[src/rtl/operand_loader.sv]
// ---------------------------------------------------------------------------
// operand_loader
//
// Byte-serial operand front end for the 4x4 matmul core. The host fills a
// 32-byte operand bank (matrix A in rows 0-3, matrix B in rows 4-7) one
// element at a time. A load command streams both matrices to the systolic
// array as a skewed 7-beat wavefront, then the block waits for the core's
// completion pulse (or a timeout) and raises a level interrupt.
//
// Optional feature macro: SYNC_INPUTS_EN
//   defined   : write/load go through 2-flop synchronizers and a rising-edge
//               detector; select/data pins are delayed to line up with them.
//   undefined : write/load are used directly as single-cycle pulses.
//
// Ports
//   clk          in   clock, rising edge
//   clear        in   asynchronous active-low reset
//   en           in   global enable; 0 freezes the FSM and drops writes/loads
//   write        in   write strobe
//   load         in   start-stream strobe
//   reg_select   in   [2:0] row select (0-3 A rows, 4-7 B rows)
//   idx_select   in   [1:0] column index within the row
//   data_in      in   [DATA_W-1:0] write data
//   mm_done      in   completion pulse from the core
//   data_out     out  [DATA_W-1:0] registered readback of the selected element
//   a_bus        out  [4*DATA_W-1:0] A lanes, lane i at [DATA_W*i +: DATA_W]
//   b_bus        out  [4*DATA_W-1:0] B lanes, same packing
//   stream_valid out  beat on a_bus/b_bus is valid
//   stream_last  out  final beat of the wavefront
//   busy         out  FSM is streaming or waiting
//   interrupt    out  high while in DONE
//   timeout      out  DONE was reached by timeout
//   load_err     out  sticky; a load arrived while busy
// ---------------------------------------------------------------------------
module operand_loader #(
  parameter int DATA_W  = 8,
  parameter int TIMEOUT = 16
) (
  input  logic                clk,
  input  logic                clear,
  input  logic                en,
  input  logic                write,
  input  logic                load,
  input  logic [2:0]          reg_select,
  input  logic [1:0]          idx_select,
  input  logic [DATA_W-1:0]   data_in,
  input  logic                mm_done,
  output logic [DATA_W-1:0]   data_out,
  output logic [4*DATA_W-1:0] a_bus,
  output logic [4*DATA_W-1:0] b_bus,
  output logic                stream_valid,
  output logic                stream_last,
  output logic                busy,
  output logic                interrupt,
  output logic                timeout,
  output logic                load_err
);

  localparam int WAIT_W = $clog2(TIMEOUT);
  localparam logic [WAIT_W-1:0] WAIT_LAST = WAIT_W'(TIMEOUT - 1);

  typedef enum logic [1:0] {
    IDLE   = 2'd0,
    STREAM = 2'd1,
    WAIT   = 2'd2,
    DONE   = 2'd3
  } state_t;

  state_t              state_q;
  logic [2:0]          beat_q;
  logic [WAIT_W-1:0]   waitCnt_q;
  logic [DATA_W-1:0]   bank_q [8][4];
  logic [DATA_W-1:0]   bank_d [8][4];
  logic [DATA_W-1:0]   dataOut_q;
  logic [4*DATA_W-1:0] aBus_q;
  logic [4*DATA_W-1:0] bBus_q;
  logic                streamValid_q;
  logic                streamLast_q;
  logic                busy_q;
  logic                irq_q;
  logic                timeout_q;
  logic                loadErr_q;

  logic                writeEvt;
  logic                loadEvt;
  logic [2:0]          wrSel;
  logic [1:0]          wrIdx;
  logic [DATA_W-1:0]   wrData;
  logic                writeAcc;
  logic                loadAcc;
  logic                idleOrDone;
  logic [2:0]          beatSel;
  logic [2:0]          diff;
  logic [4*DATA_W-1:0] aNext;
  logic [4*DATA_W-1:0] bNext;

`ifdef SYNC_INPUTS_EN
  logic [2:0]                 wrSync_q;
  logic [2:0]                 ldSync_q;
  logic                       writeEvt_q;
  logic                       loadEvt_q;
  logic [5+DATA_W-1:0]        addrPipe_q [3];

  // Two synchronizer flops plus one history flop per strobe; the event is
  // registered, so it appears three edges after the pin. The select/data
  // pins ride a matching three-deep pipe so they line up with the event.
  always_ff @(posedge clk or negedge clear) begin
    if (!clear) begin
      wrSync_q   <= '0;
      ldSync_q   <= '0;
      writeEvt_q <= 1'b0;
      loadEvt_q  <= 1'b0;
      addrPipe_q <= '{default: '0};
    end else begin
      wrSync_q      <= {wrSync_q[1:0], write};
      ldSync_q      <= {ldSync_q[1:0], load};
      writeEvt_q    <= wrSync_q[1] & ~wrSync_q[2];
      loadEvt_q     <= ldSync_q[1] & ~ldSync_q[2];
      addrPipe_q[0] <= {reg_select, idx_select, data_in};
      addrPipe_q[1] <= addrPipe_q[0];
      addrPipe_q[2] <= addrPipe_q[1];
    end
  end

  assign writeEvt = writeEvt_q;
  assign loadEvt  = loadEvt_q;
  assign {wrSel, wrIdx, wrData} = addrPipe_q[2];
`else
  assign writeEvt = write;
  assign loadEvt  = load;
  assign wrSel    = reg_select;
  assign wrIdx    = idx_select;
  assign wrData   = data_in;
`endif

  assign idleOrDone = (state_q == IDLE) || (state_q == DONE);
  assign writeAcc   = en & writeEvt & idleOrDone;
  assign loadAcc    = en & loadEvt & idleOrDone;

  // Next bank contents. The stream outputs are computed from this so that a
  // write landing on the same edge as the load is already in beat 0.
  always_comb begin
    bank_d = bank_q;
    if (writeAcc) begin
      bank_d[wrSel][wrIdx] = wrData;
    end
  end

  // Beat about to be presented: 0 when a stream starts, otherwise the one
  // after the current beat.
  assign beatSel = (state_q == STREAM) ? (beat_q + 3'd1) : 3'd0;

  // Skewed wavefront: A lane i carries A[i][t-i], B lane j carries
  // B[t-j][j], each only while the skewed index falls inside the row.
  always_comb begin
    aNext = '0;
    bNext = '0;
    diff  = '0;
    for (int l = 0; l < 4; l++) begin
      diff = beatSel - 3'(l);
      if ((beatSel >= 3'(l)) && (diff <= 3'd3)) begin
        aNext[DATA_W*l +: DATA_W] = bank_d[{1'b0, 2'(l)}][diff[1:0]];
        bNext[DATA_W*l +: DATA_W] = bank_d[{1'b1, diff[1:0]}][2'(l)];
      end
    end
  end

  // Operand bank storage.
  always_ff @(posedge clk or negedge clear) begin
    if (!clear) begin
      bank_q <= '{default: '0};
    end else begin
      bank_q <= bank_d;
    end
  end

  // Readback runs every cycle, independent of state and enable.
  always_ff @(posedge clk or negedge clear) begin
    if (!clear) begin
      dataOut_q <= '0;
    end else begin
      dataOut_q <= bank_q[reg_select][idx_select];
    end
  end

  // Control FSM with all status and stream outputs registered. With en low
  // the state and counters hold and only stream_valid is dropped; the next
  // beat follows once en returns.
  always_ff @(posedge clk or negedge clear) begin
    if (!clear) begin
      state_q       <= IDLE;
      beat_q        <= '0;
      waitCnt_q     <= '0;
      aBus_q        <= '0;
      bBus_q        <= '0;
      streamValid_q <= 1'b0;
      streamLast_q  <= 1'b0;
      busy_q        <= 1'b0;
      irq_q         <= 1'b0;
      timeout_q     <= 1'b0;
      loadErr_q     <= 1'b0;
    end else if (!en) begin
      streamValid_q <= 1'b0;
    end else begin
      case (state_q)
        IDLE, DONE: begin
          if (loadAcc) begin
            state_q       <= STREAM;
            beat_q        <= 3'd0;
            aBus_q        <= aNext;
            bBus_q        <= bNext;
            streamValid_q <= 1'b1;
            streamLast_q  <= 1'b0;
            busy_q        <= 1'b1;
            irq_q         <= 1'b0;
            timeout_q     <= 1'b0;
            loadErr_q     <= 1'b0;
          end else if (writeAcc && (state_q == DONE)) begin
            state_q   <= IDLE;
            irq_q     <= 1'b0;
            timeout_q <= 1'b0;
          end
        end
        STREAM: begin
          if (loadEvt) begin
            loadErr_q <= 1'b1;
          end
          if (beat_q == 3'd6) begin
            state_q       <= WAIT;
            waitCnt_q     <= '0;
            aBus_q        <= '0;
            bBus_q        <= '0;
            streamValid_q <= 1'b0;
            streamLast_q  <= 1'b0;
          end else begin
            beat_q        <= beat_q + 3'd1;
            aBus_q        <= aNext;
            bBus_q        <= bNext;
            streamValid_q <= 1'b1;
            streamLast_q  <= (beat_q == 3'd5);
          end
        end
        WAIT: begin
          if (loadEvt) begin
            loadErr_q <= 1'b1;
          end
          if (mm_done) begin
            state_q <= DONE;
            busy_q  <= 1'b0;
            irq_q   <= 1'b1;
          end else if (waitCnt_q == WAIT_LAST) begin
            state_q   <= DONE;
            busy_q    <= 1'b0;
            irq_q     <= 1'b1;
            timeout_q <= 1'b1;
          end else begin
            waitCnt_q <= waitCnt_q + 1'b1;
          end
        end
        default: begin
          state_q <= IDLE;
        end
      endcase
    end
  end

  assign data_out     = dataOut_q;
  assign a_bus        = aBus_q;
  assign b_bus        = bBus_q;
  assign stream_valid = streamValid_q;
  assign stream_last  = streamLast_q;
  assign busy         = busy_q;
  assign interrupt    = irq_q;
  assign timeout      = timeout_q;
  assign load_err     = loadErr_q;

endmodule

[config.mk]
export PLATFORM = sky130hd
export DESIGN_NAME = operand_loader
export DESIGN_NICKNAME = d
export VERILOG_FILES = /design/src/rtl/operand_loader.sv
export SDC_FILE = /design/constraint.sdc
export NUM_CORES = 1
export LEC_CHECK = 0
export BUFFER_PORTS_ARGS = -buffer_cell sky130_fd_sc_hd__buf_2
export CAP_MARGIN = 20
export CORE_MARGIN = 3
export CORE_UTILIZATION = 56
export CTS_BUF_LIST = sky130_fd_sc_hd__clkbuf_8
export DETAILED_ROUTE_END_ITERATION = 12
export PLACE_DENSITY_LB_ADDON = 0.08
export SETUP_SLACK_MARGIN = 0.15
export SKIP_CTS_REPAIR_TIMING = 1
export SYNTH_ARGS = -nofsm -noshare
export SYNTH_HDL_FRONTEND = slang
export SYNTH_SLANG_ARGS = --single-unit
[constraint.sdc]
create_clock -name clk -period 3.7 [get_ports clk]
set_input_delay 0.37 -clock clk [delete_from_list [all_inputs] [get_ports clk]]
set_output_delay 0.37 -clock clk [all_outputs]
set_load 0.02 [all_outputs]
[Yosys cells after proc, flatten, opt, wreduce, memory -nomap -nowiden]
Cells that the tools add are included.
Cells by class
  equality and inequality tests: 17
  reductions and logical operators: 23
  add/sub/neg operators: 5
  muxes and demuxes: 77
  magnitude comparators: 18
  bitwise gates (word level): 12
Operators with widths (number)
  binary-select mux 32 bit (select 3 bit): 3
  2-to-1 mux 32 bit: 9
  bitwise mux 256 bit: 1
  2-to-1 mux 256 bit: 1
  2-to-1 mux 8 bit: 19
  one-hot mux 32 bit (2 select lines): 2
  demux 32 bit (select 3 bit): 1
  binary-select mux 8 bit (select 2 bit): 5
  2-to-1 mux 24 bit: 2
  demux 8 bit (select 2 bit): 1
  AND reduction 4 bit: 4
  greater-or-equal comparator 3 bit, second input constant: 5
  inverter 2 -> 3 bit: 5
  2-to-1 mux 1 bit: 13
  greater-or-equal comparator 4 bit, second input constant: 3
  <= comparator 3 x 2 -> 1 bit, second input constant: 4
  2-to-1 mux 4 bit: 3
  inverter 3 -> 4 bit: 3
  one-hot mux 1 bit (2 select lines): 6
  2-to-1 mux 2 bit: 5
  inequality test 2 bit, second input constant: 5
  AND reduction 5 bit: 2
  2-to-1 mux 3 bit: 3
  inequality test 3 bit, second input constant: 3
  25 further kinds: 44
Word-level totals
  output and inout port bits: 78
  bits of input ports: 19
  word-level logic and storage cells: 196
  flip-flop bits (word level): 343

[Depth between registers and ports, before layout]
  word-level depth: 15
  depth in mapped cells: 13
  gate-level depth less buffers: 10

[Worst setup path after synthesis]
No wires, ideal clock.
  path type: reg2reg
  start point: register state_q[1]
  end point: register bBus_q[10], in the netlist b_bus[10]
  path buffers: 3
  arrival: 2839 ps
  clock period less this slack: 2961 ps
  data required time: 3578 ps
  path slack: 739 ps
  cell stages (with the launch flop): 14
  library setup time: 122 ps
  path through: dfrtp_1 inv_1 ha_1 nor2b_1 inv_1 buf_1 clkbuf_1 ha_1 o21bai_1 a32oi_1 o211ai_1 buf_2 a21oi_1 a32o_1
Between the ends
  longest elaborated chain between the ends: 10
  elaborated cells on any way between the ends: 24
  classes of those cells: add/sub (1); order compare (2); eq/ne (3); mux (9); bitwise (3); reduce/logical (6)
RTL lines
  start, declared: RTL line 69  | state_t state_q;
  start signal, assigned: RTL line 191  | state_q <= IDLE;
  start signal, assigned: RTL line 208  | state_q <= STREAM;
  start signal, assigned: RTL line 219  | state_q <= IDLE;
  equality test 2 x 1 -> 1 bit (tied with other cells): RTL line 151, 205
  2-to-1 mux 3 bit or logical OR 1 bit (tied branches): RTL line 151, 136
  subtractor 3 x 1 -> 3 bit or bitwise AND 1 bit (tied branches): RTL line 160, 137
  inverter 3 -> 4 bit (implied by the code) or 2-to-1 mux 256 bit (tied branches): RTL line 163, 144
  binary-select mux 32 bit (select 3 bit): RTL line 163  | bNext[DATA_W*l +: DATA_W] = bank_d[{1'b1, diff[1:0]}][2'(l)];
  2-to-1 mux 24 bit (implied by the code) (2 in series): RTL line 163
  2-to-1 mux 8 bit: RTL line 161  | if ((beatSel >= 3'(l)) && (diff <= 3'd3)) begin
  2-to-1 mux 32 bit (on tied branches): RTL line 228, 207
  one-hot mux 32 bit (2 select lines): RTL line 205  | case (state_q)
  end signal, assigned: RTL line 211  | bBus_q <= bNext;
  end signal, assigned: RTL line 238  | bBus_q <= bNext;
  end, declared: RTL line 76  | logic [4*DATA_W-1:0] bBus_q;
Several ways; a longest one is shown, not always the timed one. The select of a mux whose other input is x is not followed.
A chain may end at the register's enable or synchronous reset.

[Worst setup path in the final report]
  start point: register state_q[1]
  end point: register bBus_q[9], in the netlist b_bus[9]
The elaborated chain is that of the path after synthesis.

==> impl_metrics.env <==
export IMPL_track_usage_pct=34.5
export IMPL_synth_seq_area_share_pct=48.2
export IMPL_fin_crit_ns=3.33
export IMPL_synth_ff_type="dfrtp_1"
export IMPL_dp_cells=1797
export IMPL_clk_pin_slew_ns=0.07
export IMPL_grt_max_degree=97
export IMPL_ys_ff_latch=327
export IMPL_drive_gt1_share_pct=33.5
export IMPL_viasPerCell=6.74
export IMPL_final_cell_mix="327 x dfrtp_1, 222 x mux2_2, 80 x nand2_1"
export IMPL_fmax_mhz=300
export IMPL_worstPathCellList="inv_1, ha_1, buf_4, nor2b_1, inv_1, ha_1, o21bai_1, a32oi_1, o211ai_1, buf_4, a21oi_1, a32o_1"
export IMPL_total_power_mw=12.5
export IMPL_syn_area_um2=17000
export IMPL_ctsLongestPathBuffers=3
export IMPL_antenna_found_initial=1
export IMPL_synth_cell_type_count=78
export IMPL_die_y_um=180
export IMPL_hold_viol=0
export IMPL_p_per_area_nw_per_um2=669
export IMPL_hold_class="in2reg"
export IMPL_drcViolationCount=0
export IMPL_cts_root_buffer="clkbuf_8"
export IMPL_cp_end_kind="flip-flop"
export IMPL_fillers=2433
export IMPL_grt_pass1_vias=12751
export IMPL_hpwl_um=38500
export IMPL_slew_violations=0
export IMPL_cts_buffers=54
export IMPL_die_area_um2=32400
export IMPL_grt_ovfl_total=0
export IMPL_tns_ns=0
export IMPL_cts_sinks=327
export IMPL_clock_skew_ns=0.0381
export IMPL_synth_edf_count=0
export IMPL_multi_input_area_um2=7960
export IMPL_wl_per_cell_um=29.9
export IMPL_initial_utilization_pct=57.1
export IMPL_ant_nets=0
export IMPL_worstMarginPinSlew_ns=1.03
export IMPL_worstPathArrival_ns=3.83
export IMPL_worstSetupStartpointType="flip-flop"
export IMPL_synth_warning_count=0
export IMPL_outcome="complete, no violations"
export IMPL_core_area_um2=29700
export IMPL_synth_avg_cell_area_um2=12.0
export IMPL_syn_to_final_growth_pct=10.3
export IMPL_maxSlewHeadroom_pct=31.0
export IMPL_htree_levels=2
export IMPL_cp_max_fo=9
export IMPL_setup_viol_count_final=0
export IMPL_gp_congestion=0.940
export IMPL_cp_slowest_stage_delay_ns=0.48
export IMPL_synthArstFlopShare_pct=100
export IMPL_fp_row_count=63
export IMPL_p_leak_nw=9.46
export IMPL_grt_pass1_wl_um=84700
export IMPL_yosysTopAreaCell="dfrtp_1"
export IMPL_ys_top_cells_by_area="dfrtp_1 48%, mux2_2 15%, mux2i_1 4.0%, mux4_2 2.7%, o22a_1 2.3%"
export IMPL_regArea_um2=8180
export IMPL_syn_inst=1408
export IMPL_cp_data_required_time_ns=4.20
export IMPL_ir_drop_v=0.000355
export IMPL_dieWidth_um=180
export IMPL_cts_tree="yes"
export IMPL_instances_no_fill=1897
export IMPL_portBuffers=80
export IMPL_final_common_cell="dfrtp_1"
export IMPL_synth_top_area_share_pct=48.2
export IMPL_fin_nets=1495
export IMPL_io_pins=97
export IMPL_clk_latency_ns=0.63
export IMPL_vias=12788
export IMPL_first_pass_iters=6
export IMPL_period_share_pct=90.0
export IMPL_drt_wl_total_um=56800
export IMPL_slowest_stage="o211ai_1"
export IMPL_path_class="reg2reg"
export IMPL_cap_violations=0
export IMPL_n_antenna_cell=0
export IMPL_drt_iter0_markers=1459
export IMPL_rsz0062_at_grt="no"
critical path, delay by kind of cell, from the launching register on:
kind | cells | cell delay [ns]
adder cells (fa/ha/maj) | 2 | 0.72
buffers and inverters | 4 | 0.72
AO/OA/AOI/OAI | 5 | 1.06
AND/OR/NAND/NOR | 1 | 0.32
flip-flops | 1 | 0.41
worst paths after layout:
path | cells after the start | endpoint | from | slack (ns)
min in group asynchronous | 2 | bank_q[124] | clear | 0.35
min reg2reg | 1 | b_bus[0] | b_bus[0] | 0.48
max reg2reg | 12 | b_bus[9] | state_q[1] | 0.37
max | 12 | b_bus[9] | state_q[1] | 0.37
min | 3 | load_err | load | 0.09
max in group asynchronous | 3 | bank_q[204] | clear | 2.36
layout make-up:
class	instances	share of cell area, %
flip-flops and latches	327	43.7
multi-input cells	912	42.5
clock buffers	67	4.93
repair buffers	116	3.93
well taps	390	2.61
clock inverters	32	1.21
inverters	53	1.06
per-layer routing:
metal  global-route usage (%)  share of wire [%]  up-vias  wire (µm)
met3                     8.22                 11      159       6060
met4                     12.9                4.3        2       2440
met1                     48.7                 41     6496      23100
li1                         -                  -     5329          -
met5                        0              0.023        -         13
met2                     52.5                 44      802      25100
synthesized netlist by cell type (11+ instances only):
master / count
o21ai_0: 41
buf_4: 22
nand3_1: 15
inv_1: 51
nand2_1: 81
ha_1: 12
clkbuf_1: 61
nand4_1: 21
and3_1: 11
mux2i_1: 67
a22oi_1: 19
mux2_2: 222
mux4_2: 20
o22a_1: 44
nand2b_1: 25
dfrtp_1: 327
a21oi_1: 48
a32o_1: 27
buf_2: 35
a22o_1: 19
nor2_1: 18
a221oi_1: 34
mux2_4: 12
cell families (layout without fill, tap and decap cells):
group | after synthesis | after routing | share of synthesized area (%)
simple gates | 245 | 245 | 8.72
buf+inv | 184 | 268 | 5.26
fa+ha+maj | 12 | 12 | 0.885
compound gates | 315 | 315 | 14.3
other cells | 1 | 16 | 0.0221
mux | 322 | 322 | 22.5
xor+xnor | 2 | 2 | 0.103
flops | 327 | 327 | 48.2
stage by stage:
stage | util, % | area, µm² | hold slack, ns | setup WS [ns]
floorplan | - | 17000 | 0.0744 | 0.739
global placement | 59.1 | 17600 | 0.415 | 0.511
detailed placement | 59.1 | 17600 | 0.413 | 0.435
CTS | 62.9 | 18700 | -0.233 | 0.441
global route | 63.0 | 18700 | 0.122 | 0.171
finish | 63.0 | 18700 | 0.0889 | 0.371
power by group:
group | leakage, nW | switching (mW) | internal, mW
Clock | 0.656 | 1.58 | 1.79
Sequential | 4.45 | 0.589 | 4.34
Combinational | 4.35 | 2.54 | 1.67
(Power assumes the default switching activity.)
